===== config.mk =====
export PLATFORM = sky130hd
export DESIGN_NAME = store_merge_rmw
export DESIGN_NICKNAME = d
export VERILOG_FILES = /design/src/rtl/store_merge_rmw.sv
export SDC_FILE = /design/constraint.sdc
export NUM_CORES = 1
export LEC_CHECK = 0
export CAP_MARGIN = 30
export CORE_MARGIN = 2
export CORE_UTILIZATION = 40
export DETAILED_ROUTE_END_ITERATION = 12
export PLACE_DENSITY = 0.77
export SYNTH_ARGS = -nofsm -noshare
export SYNTH_HDL_FRONTEND = slang
export SYNTH_SLANG_ARGS = --single-unit

===== constraint.sdc =====
create_clock -name clk -period 2.1 [get_ports clk]
set_input_delay 0.42 -clock clk [delete_from_list [all_inputs] [get_ports clk]]
set_output_delay 0.42 -clock clk [all_outputs]
set_load 0.03 [all_outputs]

===== src/rtl/store_merge_rmw.sv =====
// Read-modify-write store unit: full-word stores go straight to memory,
// byte/halfword stores read the aligned word, merge the new lane at the
// address byte offset and write the merged word back. All outputs registered.
module store_merge_rmw #(
  parameter int DATA_W  = 32,
  parameter int ADDR_W  = 32,
  parameter int MEM_LAT = 1
) (
  input  logic              clk,
  input  logic              reset,
  input  logic              start,
  input  logic [ADDR_W-1:0] addr,
  input  logic [DATA_W-1:0] store_data,
  input  logic [1:0]        controleSS,
  output logic [ADDR_W-1:0] mem_addr,
  input  logic [DATA_W-1:0] mem_rdata,
  output logic [DATA_W-1:0] mem_wdata,
  output logic              mem_we,
  output logic              busy,
  output logic              done,
  output logic              err
);

  localparam int LB = $clog2(DATA_W / 8);
  localparam int CW = (MEM_LAT < 2) ? 1 : $clog2(MEM_LAT + 1);

  localparam logic [1:0] SS_WORD = 2'b00;
  localparam logic [1:0] SS_BYTE = 2'b01;
  localparam logic [1:0] SS_HALF = 2'b10;

  typedef enum logic [2:0] {IDLE, READ, WRITE, DONE, ERR} state_t;

  state_t            state_reg, state_next;
  logic [CW-1:0]     cnt_reg, cnt_next;
  logic [LB-1:0]     off_reg, off_next;
  logic              half_reg, half_next;
  logic [15:0]       data_reg, data_next;
  logic [ADDR_W-1:0] mem_addr_next;
  logic [DATA_W-1:0] mem_wdata_next;
  logic              mem_we_next, busy_next, done_next, err_next;

  logic              req_bad;
  logic [ADDR_W-1:0] addr_aligned;
  logic [LB-1:0]     lane_off;
  logic [LB+2:0]     lane_shamt;
  logic [DATA_W-1:0] lane_mask, lane_val, merged;

  // Request decode and lane merge of the sampled read word
  always_comb begin
    req_bad      = (controleSS == 2'b11) ||
                   ((controleSS == SS_HALF) && addr[0]) ||
                   ((controleSS == SS_WORD) && (addr[LB-1:0] != '0));
    addr_aligned = {addr[ADDR_W-1:LB], {LB{1'b0}}};
    // A halfword lane starts at the even byte offset below the address
    lane_off     = half_reg ? (off_reg & ~LB'(1)) : off_reg;
    lane_shamt   = {lane_off, 3'b000};
    lane_mask    = (half_reg ? DATA_W'(16'hFFFF) : DATA_W'(8'hFF)) << lane_shamt;
    lane_val     = (half_reg ? DATA_W'(data_reg) : DATA_W'(data_reg[7:0])) << lane_shamt;
    merged       = (mem_rdata & ~lane_mask) | lane_val;
  end

  // Next-state and next-output logic
  always_comb begin
    state_next     = state_reg;
    cnt_next       = cnt_reg;
    off_next       = off_reg;
    half_next      = half_reg;
    data_next      = data_reg;
    mem_addr_next  = mem_addr;
    mem_wdata_next = mem_wdata;
    mem_we_next    = 1'b0;
    busy_next      = busy;
    done_next      = 1'b0;
    err_next       = 1'b0;
    case (state_reg)
      IDLE: begin
        if (start) begin
          off_next  = addr[LB-1:0];
          half_next = (controleSS == SS_HALF);
          data_next = store_data[15:0];
          if (req_bad) begin
            state_next = ERR;
            done_next  = 1'b1;
            err_next   = 1'b1;
            busy_next  = 1'b0;
          end else if (controleSS == SS_WORD) begin
            state_next     = WRITE;
            mem_addr_next  = addr_aligned;
            mem_wdata_next = store_data;
            mem_we_next    = 1'b1;
            busy_next      = 1'b1;
          end else begin
            state_next    = READ;
            mem_addr_next = addr_aligned;
            cnt_next      = CW'(MEM_LAT);
            busy_next     = 1'b1;
          end
        end
      end
      READ: begin
        // Read data is valid once the counter has run down from MEM_LAT
        if (cnt_reg == '0) begin
          state_next     = WRITE;
          mem_wdata_next = merged;
          mem_we_next    = 1'b1;
        end else begin
          cnt_next = cnt_reg - CW'(1);
        end
      end
      WRITE: begin
        state_next = DONE;
        done_next  = 1'b1;
        busy_next  = 1'b0;
      end
      DONE:    state_next = IDLE;
      ERR:     state_next = IDLE;
      default: state_next = IDLE;
    endcase
  end

  // State and registered outputs; reset clears everything immediately
  always_ff @(posedge clk or negedge reset) begin
    if (!reset) begin
      state_reg <= IDLE;
      cnt_reg   <= '0;
      off_reg   <= '0;
      half_reg  <= 1'b0;
      data_reg  <= '0;
      mem_addr  <= '0;
      mem_wdata <= '0;
      mem_we    <= 1'b0;
      busy      <= 1'b0;
      done      <= 1'b0;
      err       <= 1'b0;
    end else begin
      state_reg <= state_next;
      cnt_reg   <= cnt_next;
      off_reg   <= off_next;
      half_reg  <= half_next;
      data_reg  <= data_next;
      mem_addr  <= mem_addr_next;
      mem_wdata <= mem_wdata_next;
      mem_we    <= mem_we_next;
      busy      <= busy_next;
      done      <= done_next;
      err       <= err_next;
    end
  end

endmodule

Yosys cells after proc, flatten, opt, wreduce, memory -nomap -nowiden --
Index checks and enable logic that the tools add are counted.
Word-level totals: bits in registers 89, input bits 101, output and inout bits 68
Operators by class: $add $sub $neg 1, eq/ne operators 9, shift-type cells 2, muxes and demuxes 30, bitwise gates (word level) 4, reduce and logical (&&, ||, !) cells 15
Operators with widths (count):
- $mux W32 | 4
- $pmux W32 S2 | 1
- $shl A16 B5 Y32 | 2
- $and A32 B32 Y32 | 1
- $mux W16 | 2
- $not A32 Y32 | 1
- $or A32 B32 Y32 | 1
- $mux W1 | 14
- $ne A2 B2 Y1 const B | 5
- $mux W3 | 3
- $pmux W3 S3 | 1
- $pmux W1 S2 | 4
- $reduce_and A2 Y1 | 3
- $reduce_bool A2 Y1 | 3
- $reduce_and A5 Y1 | 1
- $eq A2 B2 Y1 const B | 2
- $reduce_and A4 Y1 | 1
- $eq A3 B1 Y1 const B | 1
- $eq A3 B2 Y1 const B | 1
- $logic_not A3 Y1 | 1
- $reduce_and A3 Y1 | 1
- $logic_and A1 B1 Y1 | 2
- $logic_not A2 Y1 | 1
- $logic_or A1 B1 Y1 | 2
- 3 further kinds | 3

Logic depth before layout (Yosys ltp) --
depth in word-level cells 7, gate-level depth with buffers 8, depth with buffers taken out 4

Worst setup path before layout --
OpenSTA, ideal clock, no wires.
path type input port to flip-flop, from input port addr[1], to register mem_addr[10], setup time 0.125 ns, arrival time 1.681 ns, required time 1.975 ns, setup slack 0.294 ns, cell stages on the path 6, path buffers 2, cell sequence nor2b_1 o31ai_1 and2_1 clkbuf_1 buf_4 mux2_2
Between the ends: cells in the longest elaborated chain, start to end 5
RTL lines:
- start, declared | RTL line 12 | input logic [ADDR_W-1:0] addr,
- $reduce_bool A2 Y1 | RTL line 52 | ((controleSS == SS_WORD) && (addr[LB-1:0] != '0));
- $logic_and A1 B1 Y1 | RTL line 52
- $logic_or A1 B1 Y1 | RTL line 51 | ((controleSS == SS_HALF) && addr[0]) ||
- $not A1 Y1 (no line)
- $reduce_and A3 Y1 (no line)
- end signal, assigned | RTL line 141 | mem_addr <= mem_addr_next;
- end, declared | RTL line 15 | output logic [ADDR_W-1:0] mem_addr,
Every way passes these cells. A chain may end at the register's enable or synchronous reset.

Final worst setup path --
from register state_reg[1], to register mem_wdata[9]
Between the ends: cells in the longest elaborated chain, start to end 3, elaborated cells on any way between the ends 9, classes of those cells eq/ne (5); mux (1); reduce/logical (3)
RTL lines:
- start, declared | RTL line 33 | state_t state_reg, state_next;
- start signal, assigned | RTL line 136 | state_reg <= state_next;
- $eq A3 B1 Y1 / $logic_not A3 Y1 (equally long branches) | RTL line 75 | case (state_reg)
- $ne A2 B2 Y1 (no line) / $reduce_bool A2 Y1 (equally long branches)
- $reduce_and A5 Y1 (no line)
- end signal, assigned | RTL line 142 | mem_wdata <= mem_wdata_next;
- end, declared | RTL line 17 | output logic [DATA_W-1:0] mem_wdata,
Parallel ways exist; a longest one is shown, timed or not.

==> flow_summary.html <==
<table>
<tr><th>Metric</th><th>Value</th></tr>
<tr><th colspan="2">Run status</th></tr>
<tr><td>Status</td><td>finished, final reports clean</td></tr>
<tr><th colspan="2">Setup path</th></tr>
<tr><td>Largest fanout on the critical path</td><td>16</td></tr>
<tr><td>Data required time of the critical path</td><td>~2.4 ns</td></tr>
<tr><td>Arrival time of the worst setup path</td><td>approximately 2.2 ns</td></tr>
<tr><td>Setup CP Type</td><td>flop to flop</td></tr>
<tr><td>Capturing element type of the critical path</td><td>flop</td></tr>
<tr><td>Crit path launch type</td><td>flop</td></tr>
<tr><th colspan="2">Cells and area</th></tr>
<tr><td>Number of flip-flops under the largest register name</td><td>32</td></tr>
<tr><td>Most frequent standard cell in the layout excluding fill and tap cells</td><td>sky130_fd_sc_hd__clkdlybuf4s50_1</td></tr>
<tr><td>End-of-flow core utilization</td><td>about three fifths</td></tr>
<tr><td>Most frequent cells in the layout</td><td>165 x sky130_fd_sc_hd__clkdlybuf4s50_1, 89 x sky130_fd_sc_hd__dfrtp_1, 78 x sky130_fd_sc_hd__nand2_1, 55 x sky130_fd_sc_hd__nor2_1, 29 x sky130_fd_sc_hd__mux2_2</td></tr>
<tr><td>Total number of nets in the final design</td><td>between 600 and 700</td></tr>
<tr><td>Antenna diodes</td><td>0</td></tr>
<tr><td>Area growth from synthesis to layout</td><td>49.3%</td></tr>
<tr><td>Layout cell share with drive strength beyond 1</td><td>between 10% and 20%</td></tr>
<tr><td>Number of cells in the finished layout apart from fillers</td><td>between 700 and 800</td></tr>
<tr><td>Fill count</td><td>868</td></tr>
<tr><th colspan="2">Clock tree</th></tr>
<tr><td>Clock latency reported for the late side of the worst-skew pair</td><td>roughly 0.36 ns</td></tr>
<tr><td>Clock tree from TritonCTS</td><td>yes</td></tr>
<tr><td>Bufs on Longest Clock Path</td><td>2</td></tr>
<tr><td>Number of H-tree levels</td><td>3</td></tr>
<tr><td>Number of buffers inserted during clock tree synthesis</td><td>9</td></tr>
<tr><td>Setup bufs post-CTS</td><td>0</td></tr>
<tr><td>CTS sink count</td><td>89</td></tr>
<tr><td>Clock tree root buffer cell</td><td>sky130_fd_sc_hd__clkbuf_8</td></tr>
<tr><td>CTS clk-pin slew, worst paths</td><td>~0.09 ns</td></tr>
<tr><th colspan="2">Floorplan</th></tr>
<tr><td>Cell row count</td><td>37</td></tr>
<tr><td>Die Area</td><td>between 10,000 and 15,000 um^2</td></tr>
<tr><td>Number of primary I/O pins</td><td>169</td></tr>
<tr><td>Core area</td><td>10,300 um^2</td></tr>
<tr><td>Starting utilization of the core area</td><td>41.1%</td></tr>
<tr><td>Die H</td><td>roughly 110 um</td></tr>
<tr><td>Horizontal die dimension</td><td>107 um</td></tr>
<tr><th colspan="2">Synth</th></tr>
<tr><td>Primary FF master, synth</td><td>sky130_fd_sc_hd__dfrtp_1</td></tr>
<tr><td>Share of synthesized area occupied by flip-flops and latches</td><td>~52%</td></tr>
<tr><td>Most area-consuming cells after synthesis</td><td>sky130_fd_sc_hd__dfrtp_1 52%, sky130_fd_sc_hd__mux2_2 7.7%, sky130_fd_sc_hd__nand2_1 6.9%</td></tr>
<tr><td>Number of library cell types mapped by synthesis</td><td>36</td></tr>
<tr><td>Share of the synthesized area in the top cell type</td><td>52.5%</td></tr>
<tr><td>Number of enable flip-flop cells after synthesis</td><td>0</td></tr>
<tr><td>Proportion of register bits with asynchronous set or reset after synthesis</td><td>between 90% and 100%</td></tr>
<tr><td>Cell taking the most area after synthesis</td><td>sky130_fd_sc_hd__dfrtp_1</td></tr>
<tr><td>Combined area of all synthesized cells</td><td>4240 um^2</td></tr>
<tr><td>Number of instances in the synthesized netlist</td><td>between 400 and 500</td></tr>
<tr><td>Synthesized flop and latch total</td><td>about 90</td></tr>
<tr><td>Synth warn</td><td>0</td></tr>
<tr><td>Syn Area/Cell</td><td>about 10 um^2</td></tr>
<tr><th colspan="2">STA</th></tr>
<tr><td>Share of the clock period used by the worst path</td><td>around nine tenths</td></tr>
<tr><td>Accumulated negative setup slack</td><td>0 ns</td></tr>
<tr><td>Relative slew slack</td><td>slightly above 60%</td></tr>
<tr><td>Shortest period the worst path allows</td><td>approximately 1.9 ns</td></tr>
<tr><td>Unrepaired setup endpoints after global routing</td><td>false</td></tr>
<tr><td>Post-Route Skew</td><td>a little under 0.01 ns</td></tr>
<tr><td>Slack of the critical path</td><td>roughly 0.2 ns</td></tr>
<tr><td>Slew Limit Fails</td><td>0</td></tr>
<tr><td>Achievable Freq</td><td>roughly 530 MHz</td></tr>
<tr><td># setup viols final</td><td>0</td></tr>
<tr><td>Slew at the pin with the worst max-slew slack</td><td>between 0.5 and 0.6 ns</td></tr>
<tr><td>Final hold viol count</td><td>0</td></tr>
<tr><th colspan="2">Detailed routing</th></tr>
<tr><td>Vias/cell</td><td>~5.2</td></tr>
<tr><td>Wire length per cell after detailed routing</td><td>roughly 16 um</td></tr>
<tr><td>Drt drc</td><td>0</td></tr>
<tr><td>1st-pass router iterations</td><td>4</td></tr>
<tr><td>Vias post-DR</td><td>3,778</td></tr>
<tr><td>Final wirelength</td><td>approximately 12,000 um</td></tr>
<tr><td>Number of DRC markers after the initial detailed-route iteration</td><td>between 200 and 250</td></tr>
<tr><td>Routed Antenna Nets</td><td>0</td></tr>
<tr><th colspan="2">Global route</th></tr>
<tr><td>Overflow left after global routing</td><td>0</td></tr>
<tr><td>Wire length of the first global-routing pass</td><td>19,000 um</td></tr>
<tr><td>Initial antenna violation count</td><td>0</td></tr>
<tr><td>Number of global-route vias before repair</td><td>between 3,000 and 4,000</td></tr>
<tr><td>All-layer global routing usage</td><td>21.2%</td></tr>
<tr><td>Maximum number of pins on one net before global-route repair</td><td>44</td></tr>
<tr><th colspan="2">Run</th></tr>
<tr><td>Number of max-cap violations</td><td>0</td></tr>
<tr><th colspan="2">Placement</th></tr>
<tr><td>Global placement routability congestion</td><td>approximately 0.83</td></tr>
<tr><td>Pre-CTS worst setup slack</td><td>-0.0484 ns</td></tr>
<tr><td>Post-detailed-placement half-perimeter wirelength</td><td>between 8000 and 9000 um</td></tr>
<tr><td>Port bufs</td><td>roughly 170</td></tr>
<tr><td>Instance count after placement with tap cells included</td><td>a little over 700</td></tr>
<tr><th colspan="2">Power and ir drop</th></tr>
<tr><td>VDD IR-drop max</td><td>just over 0.6 mV</td></tr>
<tr><td>Standby leakage power</td><td>0.00270 uW</td></tr>
<tr><td>P per Cell Area</td><td>1550 nW/um^2</td></tr>
<tr><th colspan="2">Worst hold path</th></tr>
<tr><td>Hold Path Class</td><td>input pin to async pin</td></tr>
</table>
[path summary, 6_finish.rpt]
path | cells after the start | slack, ns | end | start
worst max-delay path | 5 | 0.20 | mem_wdata[9]$_DFFE_PN0P_ | state_reg[1]$_DFFE_PN0P_
worst min-delay path | 1 | 0.03 | mem_wdata[17]$_DFFE_PN0P_ | reset
worst max register to register | 5 | 0.20 | mem_wdata[9]$_DFFE_PN0P_ | state_reg[1]$_DFFE_PN0P_
worst min register to register | 2 | 0.49 | data_reg[8]$_DFFE_PN0P_ | data_reg[8]$_DFFE_PN0P_
max in group asynchronous | 2 | 1.47 | mem_addr[4]$_DFFE_PN0P_ | reset
min in group clk | 2 | 0.49 | data_reg[8]$_DFFE_PN0P_ | data_reg[8]$_DFFE_PN0P_
[layout make-up]
class                   count  area [um^2]  share of cell area [%]
clock buffers              12          145                    2.29
clock inverters             3         65.1                    1.03
inverters                   2         7.51                   0.118
multi-input cells         299         1840                    29.1
flip-flops and latches     89         2230                    35.2
well taps                 136          170                    2.69
repair buffers            190         1880                    29.6
[cells in the mapped netlist (all sizes together), types with 8 or more instances]
library cell,instances
dfrtp,89
nor2,55
buf,15
nand2,78
a211oi,9
a21oi,27
mux2,30
o31ai,18
clkbuf,20
a22o,16
a22oi,8
o21ai,28
o21a,8
[power breakdown]
part | switching [uW] | leakage (uW) | internal [uW]
combinational | 3020 | 0.00150 | 2370
clock | 586 | 0.000106 | 696
sequential | 612 | 0.00109 | 2540
total | 4210 | 0.00270 | 5610
[layer usage]
layer	share of wire, %	global-route usage [%]	routed length (um)	vias up
met1	43	27.9	5020	1821
met3	5.9	4.01	695	16
met5	0	0	0	-
met4	2.0	6.68	239	0
li1	-	-	-	1794
met2	49	35.5	5830	147
[per-stage QoR]
stage / hold slack (ns) / total power [uW] / instance area [um^2]
CTS: 0.0510 / 9890 / 6330
detailed placement: 0.444 / 8600 / 6120
finish: 0.0312 / 9830 / 6340
global placement: 0.447 / 8440 / 6120
floorplan: 0.124 / 6410 / 4250
global route: 0.0640 / 10400 / 6340
[worst max-delay path: stages (launching register included)]
cell,delay (ns)
sky130_fd_sc_hd__dfrtp_1,0.53
sky130_fd_sc_hd__or3b_1,0.52
sky130_fd_sc_hd__buf_4,0.24
sky130_fd_sc_hd__a21oi_1,0.15
sky130_fd_sc_hd__o21ai_0,0.14
sky130_fd_sc_hd__a22o_1,0.21
[logic make-up (layout without fill, tap and decap cells)]
group	Yosys count	after routing	synth area share, %
flip-flops	89	89	52.5
buffers and inverters	37	207	4.92
other	1	2	0.0884
AND/OR/NAND/NOR	149	149	14.5
AO/OA/AOI/OAI	118	118	20.1
multiplexers	30	30	7.96
[timing repair]
action,in CTS,in global routing
hold buffers,0,0
setup endpoints to repair,0,16
gates resized for setup,0,1
Note: power is estimated with default switching activity, not from simulation.
